## src/rtl/kiwi_run_directorate.sv

```systemverilog
// kiwi_run_directorate: run-control sequencer for a KiwiC-generated kernel.
// Holds the kernel in reset, arms it, gates its run enable, and reports the
// final syndrome and the number of enabled kernel cycles back to the host.
module kiwi_run_directorate #(
  parameter int CNT_W      = 32,
  parameter int RST_CYCLES = 4,
  parameter int WDOG_LIMIT = 4096
) (
  input  logic             clk,
  input  logic             reset,
  input  logic             start,
  input  logic             pause_req,
  input  logic             resume_req,
  input  logic             abort,
  input  logic [7:0]       dut_abend_syndrome,
  output logic             dut_reset,
  output logic             dut_run_enable,
  output logic             busy,
  output logic             done,
  output logic [7:0]       status_code,
  output logic [CNT_W-1:0] cycle_count,
  output logic [7:0]       unary_leds
);

  typedef enum logic [2:0] {
    S_IDLE,
    S_RESET_DUT,
    S_RUN,
    S_PAUSED,
    S_DONE,
    S_FAULT
  } state_t;

  localparam logic [7:0] SYN_RUNNING  = 8'hFF;
  localparam logic [7:0] SYN_EXIT_OK  = 8'h00;
  localparam logic [7:0] CODE_OK      = 8'h00;
  localparam logic [7:0] CODE_NO_ARM  = 8'hFC;
  localparam logic [7:0] CODE_ABORT   = 8'hFD;
  localparam logic [7:0] CODE_WDOG    = 8'hFE;

  localparam int              RC_W      = (RST_CYCLES > 1) ? $clog2(RST_CYCLES) : 1;
  localparam logic [RC_W-1:0] RC_LAST   = RC_W'(RST_CYCLES - 1);
  localparam logic [CNT_W-1:0] WDOG_LAST = CNT_W'(WDOG_LIMIT - 1);

  state_t           state, state_d;
  logic [RC_W-1:0]  rst_cnt, rst_cnt_d;
  logic             dut_reset_d;
  logic             run_enable_d;
  logic             busy_d;
  logic             done_d;
  logic [7:0]       status_d;
  logic [CNT_W-1:0] count_d;
  logic [7:0]       leds_d;

  logic syn_exit_ok;
  logic syn_abend;
  logic wdog_hit;

  function automatic logic [7:0] state_leds(input state_t s);
    logic [7:0] v;
    v = 8'h00;
    case (s)
      S_IDLE:      v = 8'h01;
      S_RESET_DUT: v = 8'h02;
      S_RUN:       v = 8'h04;
      S_PAUSED:    v = 8'h08;
      S_DONE:      v = 8'h10;
      S_FAULT:     v = 8'h20;
      default:     v = 8'h00;
    endcase
    return v;
  endfunction

  function automatic logic is_terminal(input state_t s);
    return (s == S_DONE) || (s == S_FAULT);
  endfunction

  // Decode the kernel syndrome and the watchdog threshold for this cycle.
  always_comb begin
    syn_exit_ok = (dut_abend_syndrome == SYN_EXIT_OK);
    syn_abend   = (dut_abend_syndrome != SYN_EXIT_OK) && (dut_abend_syndrome != SYN_RUNNING);
    wdog_hit    = (WDOG_LIMIT != 0) && (cycle_count == WDOG_LAST)
                  && (dut_abend_syndrome == SYN_RUNNING);
  end

  // Next-state and next-output logic; every output is registered from these.
  always_comb begin
    state_d      = state;
    rst_cnt_d    = rst_cnt;
    dut_reset_d  = dut_reset;
    run_enable_d = dut_run_enable;
    status_d     = status_code;
    count_d      = cycle_count;

    // The kernel advances on every edge where the gate is open, including
    // the edge on which we leave RUN, so count from the registered enable.
    if (dut_run_enable && (cycle_count != '1)) begin
      count_d = cycle_count + 1'b1;
    end

    case (state)
      S_IDLE, S_DONE, S_FAULT: begin
        if (start) begin
          state_d      = S_RESET_DUT;
          rst_cnt_d    = '0;
          dut_reset_d  = 1'b1;
          run_enable_d = 1'b0;
          count_d      = '0;
          status_d     = CODE_OK;
        end
      end

      S_RESET_DUT: begin
        if (abort) begin
          state_d      = S_FAULT;
          status_d     = CODE_ABORT;
          dut_reset_d  = 1'b0;
          run_enable_d = 1'b0;
        end else if (rst_cnt == RC_LAST) begin
          dut_reset_d = 1'b0;
          if (dut_abend_syndrome != SYN_RUNNING) begin
            state_d      = S_FAULT;
            status_d     = CODE_NO_ARM;
            run_enable_d = 1'b0;
          end else begin
            state_d      = S_RUN;
            run_enable_d = 1'b1;
          end
        end else begin
          rst_cnt_d = rst_cnt + 1'b1;
        end
      end

      S_RUN: begin
        if (abort) begin
          state_d      = S_FAULT;
          status_d     = CODE_ABORT;
          run_enable_d = 1'b0;
        end else if (syn_exit_ok) begin
          state_d      = S_DONE;
          status_d     = CODE_OK;
          run_enable_d = 1'b0;
        end else if (syn_abend) begin
          state_d      = S_FAULT;
          status_d     = dut_abend_syndrome;
          run_enable_d = 1'b0;
        end else if (wdog_hit) begin
          state_d      = S_FAULT;
          status_d     = CODE_WDOG;
          run_enable_d = 1'b0;
        end else if (pause_req) begin
          state_d      = S_PAUSED;
          run_enable_d = 1'b0;
        end
      end

      S_PAUSED: begin
        if (abort) begin
          state_d  = S_FAULT;
          status_d = CODE_ABORT;
        end else if (syn_exit_ok) begin
          state_d  = S_DONE;
          status_d = CODE_OK;
        end else if (syn_abend) begin
          state_d  = S_FAULT;
          status_d = dut_abend_syndrome;
        end else if (resume_req) begin
          state_d      = S_RUN;
          run_enable_d = 1'b1;
        end
      end

      default: begin
        state_d      = S_IDLE;
        dut_reset_d  = 1'b1;
        run_enable_d = 1'b0;
      end
    endcase

    busy_d = (state_d == S_RESET_DUT) || (state_d == S_RUN) || (state_d == S_PAUSED);
    done_d = is_terminal(state_d) && !is_terminal(state);
    leds_d = state_leds(state_d);
  end

  // State and output registers; reset parks the kernel in reset immediately.
  always_ff @(posedge clk or posedge reset) begin
    if (reset) begin
      state          <= S_IDLE;
      rst_cnt        <= '0;
      dut_reset      <= 1'b1;
      dut_run_enable <= 1'b0;
      busy           <= 1'b0;
      done           <= 1'b0;
      status_code    <= 8'h00;
      cycle_count    <= '0;
      unary_leds     <= 8'h01;
    end else begin
      state          <= state_d;
      rst_cnt        <= rst_cnt_d;
      dut_reset      <= dut_reset_d;
      dut_run_enable <= run_enable_d;
      busy           <= busy_d;
      done           <= done_d;
      status_code    <= status_d;
      cycle_count    <= count_d;
      unary_leds     <= leds_d;
    end
  end

endmodule

```

## config.mk

```make
export PLATFORM = sky130hd
export DESIGN_NAME = kiwi_run_directorate
export DESIGN_NICKNAME = d
export VERILOG_FILES = /design/src/rtl/kiwi_run_directorate.sv
export SDC_FILE = /design/constraint.sdc
export NUM_CORES = 1
export LEC_CHECK = 0
export CAP_MARGIN = 25
export CORE_MARGIN = 1.5
export CORE_UTILIZATION = 54
export CTS_CLUSTER_DIAMETER = 120
export DETAILED_ROUTE_END_ITERATION = 12
export PLACE_DENSITY = 0.95
export SLEW_MARGIN = 20
export SYNTH_ARGS = -nofsm -noshare
export SYNTH_HDL_FRONTEND = slang
export SYNTH_SLANG_ARGS = --single-unit
```

## constraint.sdc

```tcl
create_clock -name clk -period 3.35 [get_ports clk]
set_input_delay 0.67 -clock clk [delete_from_list [all_inputs] [get_ports clk]]
set_output_delay 0.67 -clock clk [all_outputs]
set_load 0.005 [all_outputs]
```

==> results.yml, run 1 <==
timing:
  hold_viol_final: 0
  clock_skew_ns: 0.00882
  finalSetupViolations: 0
  period_share: 0.796
  rsz0062_at_grt: "no"
  slew_viol_final: 0
  max_slew.worst_pin.slew_ns: 0.652
  min_period_ns: 2.67
  worst_slack_ns: 0.684
  holdWs_ns: 0.509
  tns_ns: 0
  slew_headroom: 0.561
  fmax_ghz: 0.375
clock_tree:
  cts_tree: "done"
  ctsResizeCount: 0
  worstSkewPairLatency_ns: 0.31
  cts_root_buffer: "clkbuf_8"
  clock-sinks: 55
  cts_max_level: 2
  hold_buffers: 0
  clockBufferDepth: 2
  cts_buffers: 5
  cts_setup_buffers: 0
  cts.clk_slew.worst_paths_ns: 0.09
global_routing:
  grt_pass1_vias: 2463
  antenna_found_initial: 0
  grt_pass1_wl_mm: 11.5
  globalRouteOverflowTotal: 0
  grt_max_degree: 33
  gr-usage-all-layers: 0.239
die:
  core_region_area_um2: 5200
  die_width_um: 77.1
  start_util: 0.570
  die_area_um2: 5950
  pin_count: 66
  row_count: 26
  fp.dieH_um: 77.1
finish:
  layout_commonest_cell: "clkdlybuf4s50_1"
  drive_gt1_frac: 0.0866
  antenna_cells: 0
  final_cell_mix: "clkdlybuf4s50_1, dfrtp_1, nor2_1, inv_1, nand2_1"
  instances_no_fill: 451
  fill_cells: 394
  area_growth_pct: 26.7
  nNetsFinal: 396
detailed_routing:
  vias: 2583
  wl_per_cell_um: 15.1
  first_iter_violations: 176
  drt-total-wl_mm: 6.79
  drc: 0
  avgViaCountPerCell: 5.73
  dr.pass1.iters: 5
  ant_nets: 0
logic_synthesis:
  async_reset_ff_frac: 1.00
  yosysTopAreaCell: "dfrtp_1"
  synth-edff-count: 0
  ys_warn_count: 0
  ys.flop_type: "dfrtp_1"
  syn_area_um2: 2970
  avgSynthCellArea_um2: 9.39
  seq_area_frac_synth: 0.465
  synth_cells: 316
  yosysTopAreaCellShare: 0.447
  ys_top_cells_by_area: "dfrtp_1, nor2_1, xnor2_1"
  synthDistinctLibCells: 56
  ys_ff_latch: 55
placement:
  place_inst: 443
  pre_cts_ws_ns: 0.400
  io_buffers: 63
  gp_congestion: 0.921
  hpwl_mm: 4.95
power_and_ir_drop:
  power.total_mw: 1.85
  ir_worst_vdd_mv: 0.254
  p_per_area_nw_per_um2: 493
  p_leak_nw: 1.54
setup_path:
  startpoint_type: "input pin"
  critPathKind: "input pin to flop"
  arrival_ns: 2.86
  required_ns: 3.54
  critical_path.max_fanout: 7
  cp-end-kind: "flop"
worst_hold_path:
  hp-class: "flop to flop"
status:
  status: "finished, final reports clean"
run:
  maxCapViolCount: 0
-- power by group --
part	switching (mW)	leakage [nW]	internal [mW]	total [mW]
Clock	0.212	0.0412	0.147	0.359
Combinational	0.297	0.767	0.339	0.636
Sequential	0.0860	0.736	0.771	0.856
-- cells by family after synthesis --
logic type               after synthesis  synth area share
AO/OA/AOI/OAI                         51             0.123
XOR/XNOR                              25            0.0738
adder cells (fa/ha/maj)                2           0.00843
buffers and inverters                 34            0.0456
flip-flops                            55             0.465
multiplexers                          11            0.0401
other                                  1           0.00126
AND/OR/NAND/NOR                      137             0.243
-- synthesized netlist by cell type, types with 2 or more instances --
cell,number
or4_1,4
buf_1,2
a211oi_1,2
and3_1,2
a31oi_1,2
or3_1,8
a21oi_1,16
and4_1,3
o21ai_0,9
mux2_2,2
mux2i_1,7
nor2_1,42
o21bai_1,2
or2_2,2
and2_1,2
nand2b_1,4
inv_1,22
clkbuf_1,8
nand3_1,10
o21a_1,2
nor4_1,7
nor2b_1,6
dfrtp_1,53
nand2_1,20
nor3b_1,2
ha_1,2
buf_4,2
xnor2_1,13
nand4_1,12
xor2_1,12
dfstp_2,2
a21o_1,2
nor3_1,8
or3_4,2
-- state kept, by name (all words and copies together) (netlist names) --
name / flops
cycle_count: 32
status_code: 8
unary_leds: 6
state: 3
rst_cnt: 2
busy: 1
done: 1
dut_reset: 1
dut_run_enable: 1
-- metal layers --
metal  vias up  share of wire  wire length [µm]  GRT usage
met5         -              0                 0          0
li1       1225              -                 -          -
met1      1243           0.42              2840      0.304
met3         7          0.066               448     0.0500
met4         0          0.010                70     0.0691
met2       108           0.51              3440      0.409
-- worst paths after layout --
path / slack, ns / from / depth (start not counted) / end
max: 0.68 / dut_abend_syndrome[2] / 7 / rst_cnt[0]
min in group asynchronous: 0.74 / reset / 2 / cycle_count[20]
max in group asynchronous: 1.95 / reset / 3 / dut_reset
max reg2reg: 0.90 / state[2] / 6 / rst_cnt[0]
min: 0.51 / status_code[1] / 1 / status_code[1]
min reg2reg: 0.51 / status_code[1] / 1 / status_code[1]
-- per-stage QoR --
stage,utilization,area (µm²)
2_1_floorplan,-,2970
3_3_place_gp,0.706,3670
3_5_place_dp,0.706,3670
4_1_cts,0.722,3760
5_1_grt,0.722,3760
6_report,0.722,3760
-- critical path, stage by stage --
cell and delay, ns:
clkdlybuf4s50_1 0.44, or4_1 0.59, o21ai_0 0.20, o221ai_1 0.13, a31oi_2 0.33, or3_4 0.21
mux2_4 0.29
-- layout make-up --
cell class	instances	area, µm²	area share
well taps	70	87.6	0.0233
clock buffers	6	72.6	0.0193
flip-flops and latches	55	1380	0.367
multi-input cells	228	1460	0.387
repair buffers	68	668	0.178
inverters	22	82.6	0.0220
clock inverters	2	12.5	0.00333
(Power assumes the default switching activity.)
==> run 2, diff against run 1 <==
CORE_UTILIZATION = 46   (was 54)
PLACE_DENSITY = 0.87   (was 0.95)
clock period = 2.1 ns   (was 3.35 ns; I/O delays follow)
==> results.yml, run 2 (synthesis results as in run 1) <==
clock_tree:
  worstSkewPairLatency_ns: 0.31
  cts_root_buffer: "clkbuf_8"
  cts_buffers: 5
  clock-sinks: 55
  cts_max_level: 2
  clockBufferDepth: 2
  cts_tree: "done"
  cts.clk_slew.worst_paths_ns: 0.10
timing:
  min_period_ns: 2.15
  rsz0062_at_grt: "yes"
  tns_ns: -0.0919
  finalSetupViolations: 3
  worst_slack_ns: -0.0490
  clock_skew_ns: 0.0160
  hold_viol_final: 0
  fmax_ghz: 0.465
  period_share: 1.02
  slew_viol_final: 0
  holdWs_ns: 0.455
finish:
  drive_gt1_frac: 0.286
  largest_reg_flops: 32
  antenna_cells: 0
  final_cell_area_um2: 4540
  largest-register: "cycle_count"
  area_growth_pct: 53.1
  nNetsFinal: 469
  reg_top3: "cycle_count (32), status_code (8), unary_leds (6)"
  layout_commonest_cell: "buf_4"
  final_cell_mix: "buf_4, clkdlybuf4s50_1, dfrtp_1, nor2_1, inv_1"
detailed_routing:
  dr.pass1.iters: 4
  ant_nets: 0
  avgViaCountPerCell: 5.44
  drc: 0
  drt-total-wl_mm: 8.13
  wl_per_cell_um: 15.3
  vias: 2887
  first_iter_violations: 122
setup_path:
  startpoint_type: "flop"
  r2r_cells: 8
  critical_path.max_fanout: 6
  arrival_ns: 2.37
  required_ns: 2.32
  critPathKind: "flop to flop"
  cp-end-kind: "flop"
global_routing:
  antenna_found_initial: 0
  globalRouteOverflowTotal: 0
  grt_pass1_vias: 2883
  grt_max_degree: 56
  grt_pass1_wl_mm: 13.2
  gr-usage-all-layers: 0.231
power_and_ir_drop:
  ir_worst_vdd_mv: 0.617
  p_per_area_nw_per_um2: 756
  p_leak_nw: 1.99
die:
  pin_count: 66
  row_count: 29
  die_area_um2: 6940
  die_width_um: 83.3
  fp.dieH_um: 83.3
  core_region_area_um2: 6280
  start_util: 0.473
placement:
  place_area_um2: 4200
  pre_cts_ws_ns: -0.482
  hpwl_mm: 5.65
  gp_congestion: 0.955
  io_buffers: 63
status:
  status: "finished, violations left"
  violations: "setup timing"
run:
  maxCapViolCount: 0
worst_hold_path:
  hp-class: "input pin to asynchronous set/reset pin"
-- run 2: final timing paths --
| path | endpoint | slack, ns | start |
|---|---|---|---|
| min | cycle_count[30] | 0.45 | reset |
| max in group asynchronous | dut_reset | 1.35 | reset |
| max reg2reg | status_code[4] | -0.05 | cycle_count[16] |
| max | status_code[4] | -0.05 | cycle_count[16] |
| min reg2reg | status_code[6] | 0.53 | status_code[6] |
| min in group clk | status_code[6] | 0.53 | status_code[6] |
-- run 2: critical path, stage by stage, from the launching register on --
cell and delay, ns:
dfrtp_1 0.44, nor4_4 0.31, nand4_1 0.12, buf_4 0.18, or3_4 0.36, o21ai_4 0.17
o211ai_4 0.11, buf_6 0.17, mux2i_2 0.21
-- run 2: metrics by stage --
stage           util  total power [mW]  std cells
2_1_floorplan      -              2.01        317
3_3_place_gp   0.669              2.56        512
3_5_place_dp   0.669              2.62        512
4_1_cts        0.704              3.43        526
5_1_grt        0.724              3.66        531
6_report       0.724              3.43        531
-- run 2: cell type report --
cell class                      count  area [µm²]
Inverter                           22        82.6
Clock inverter                      2        38.8
Multi-Input combinational cell    228        1630
Sequential cell                    55        1380
Timing Repair Buffer              141        1230
Fill cell                         437        1740
Clock buffer                        6        82.6
Tap cell                           77        96.3
-- run 2: power breakdown --
part	leakage (nW)	switching, mW	internal (mW)
sequential	0.735	0.0919	1.23
combinational	1.20	0.632	0.732
clock	0.0618	0.355	0.393
-- run 2: repair_timing --
action,4_1_cts,5_1_grt
buffers inserted,6,7
hold buffers,0,0
pin swaps,13,13
resized for setup,18,15
setup endpoints to repair,14,30
-- run 2: per-layer routing --
metal / GRT usage / up-vias / part of all wire
met2: 0.415 / 79 / 0.53
met4: 0.0773 / 0 / 0.020
li1: - / 1374 / -
met3: 0.0398 / 12 / 0.040
met5: 0 / - / 0
met1: 0.280 / 1422 / 0.41
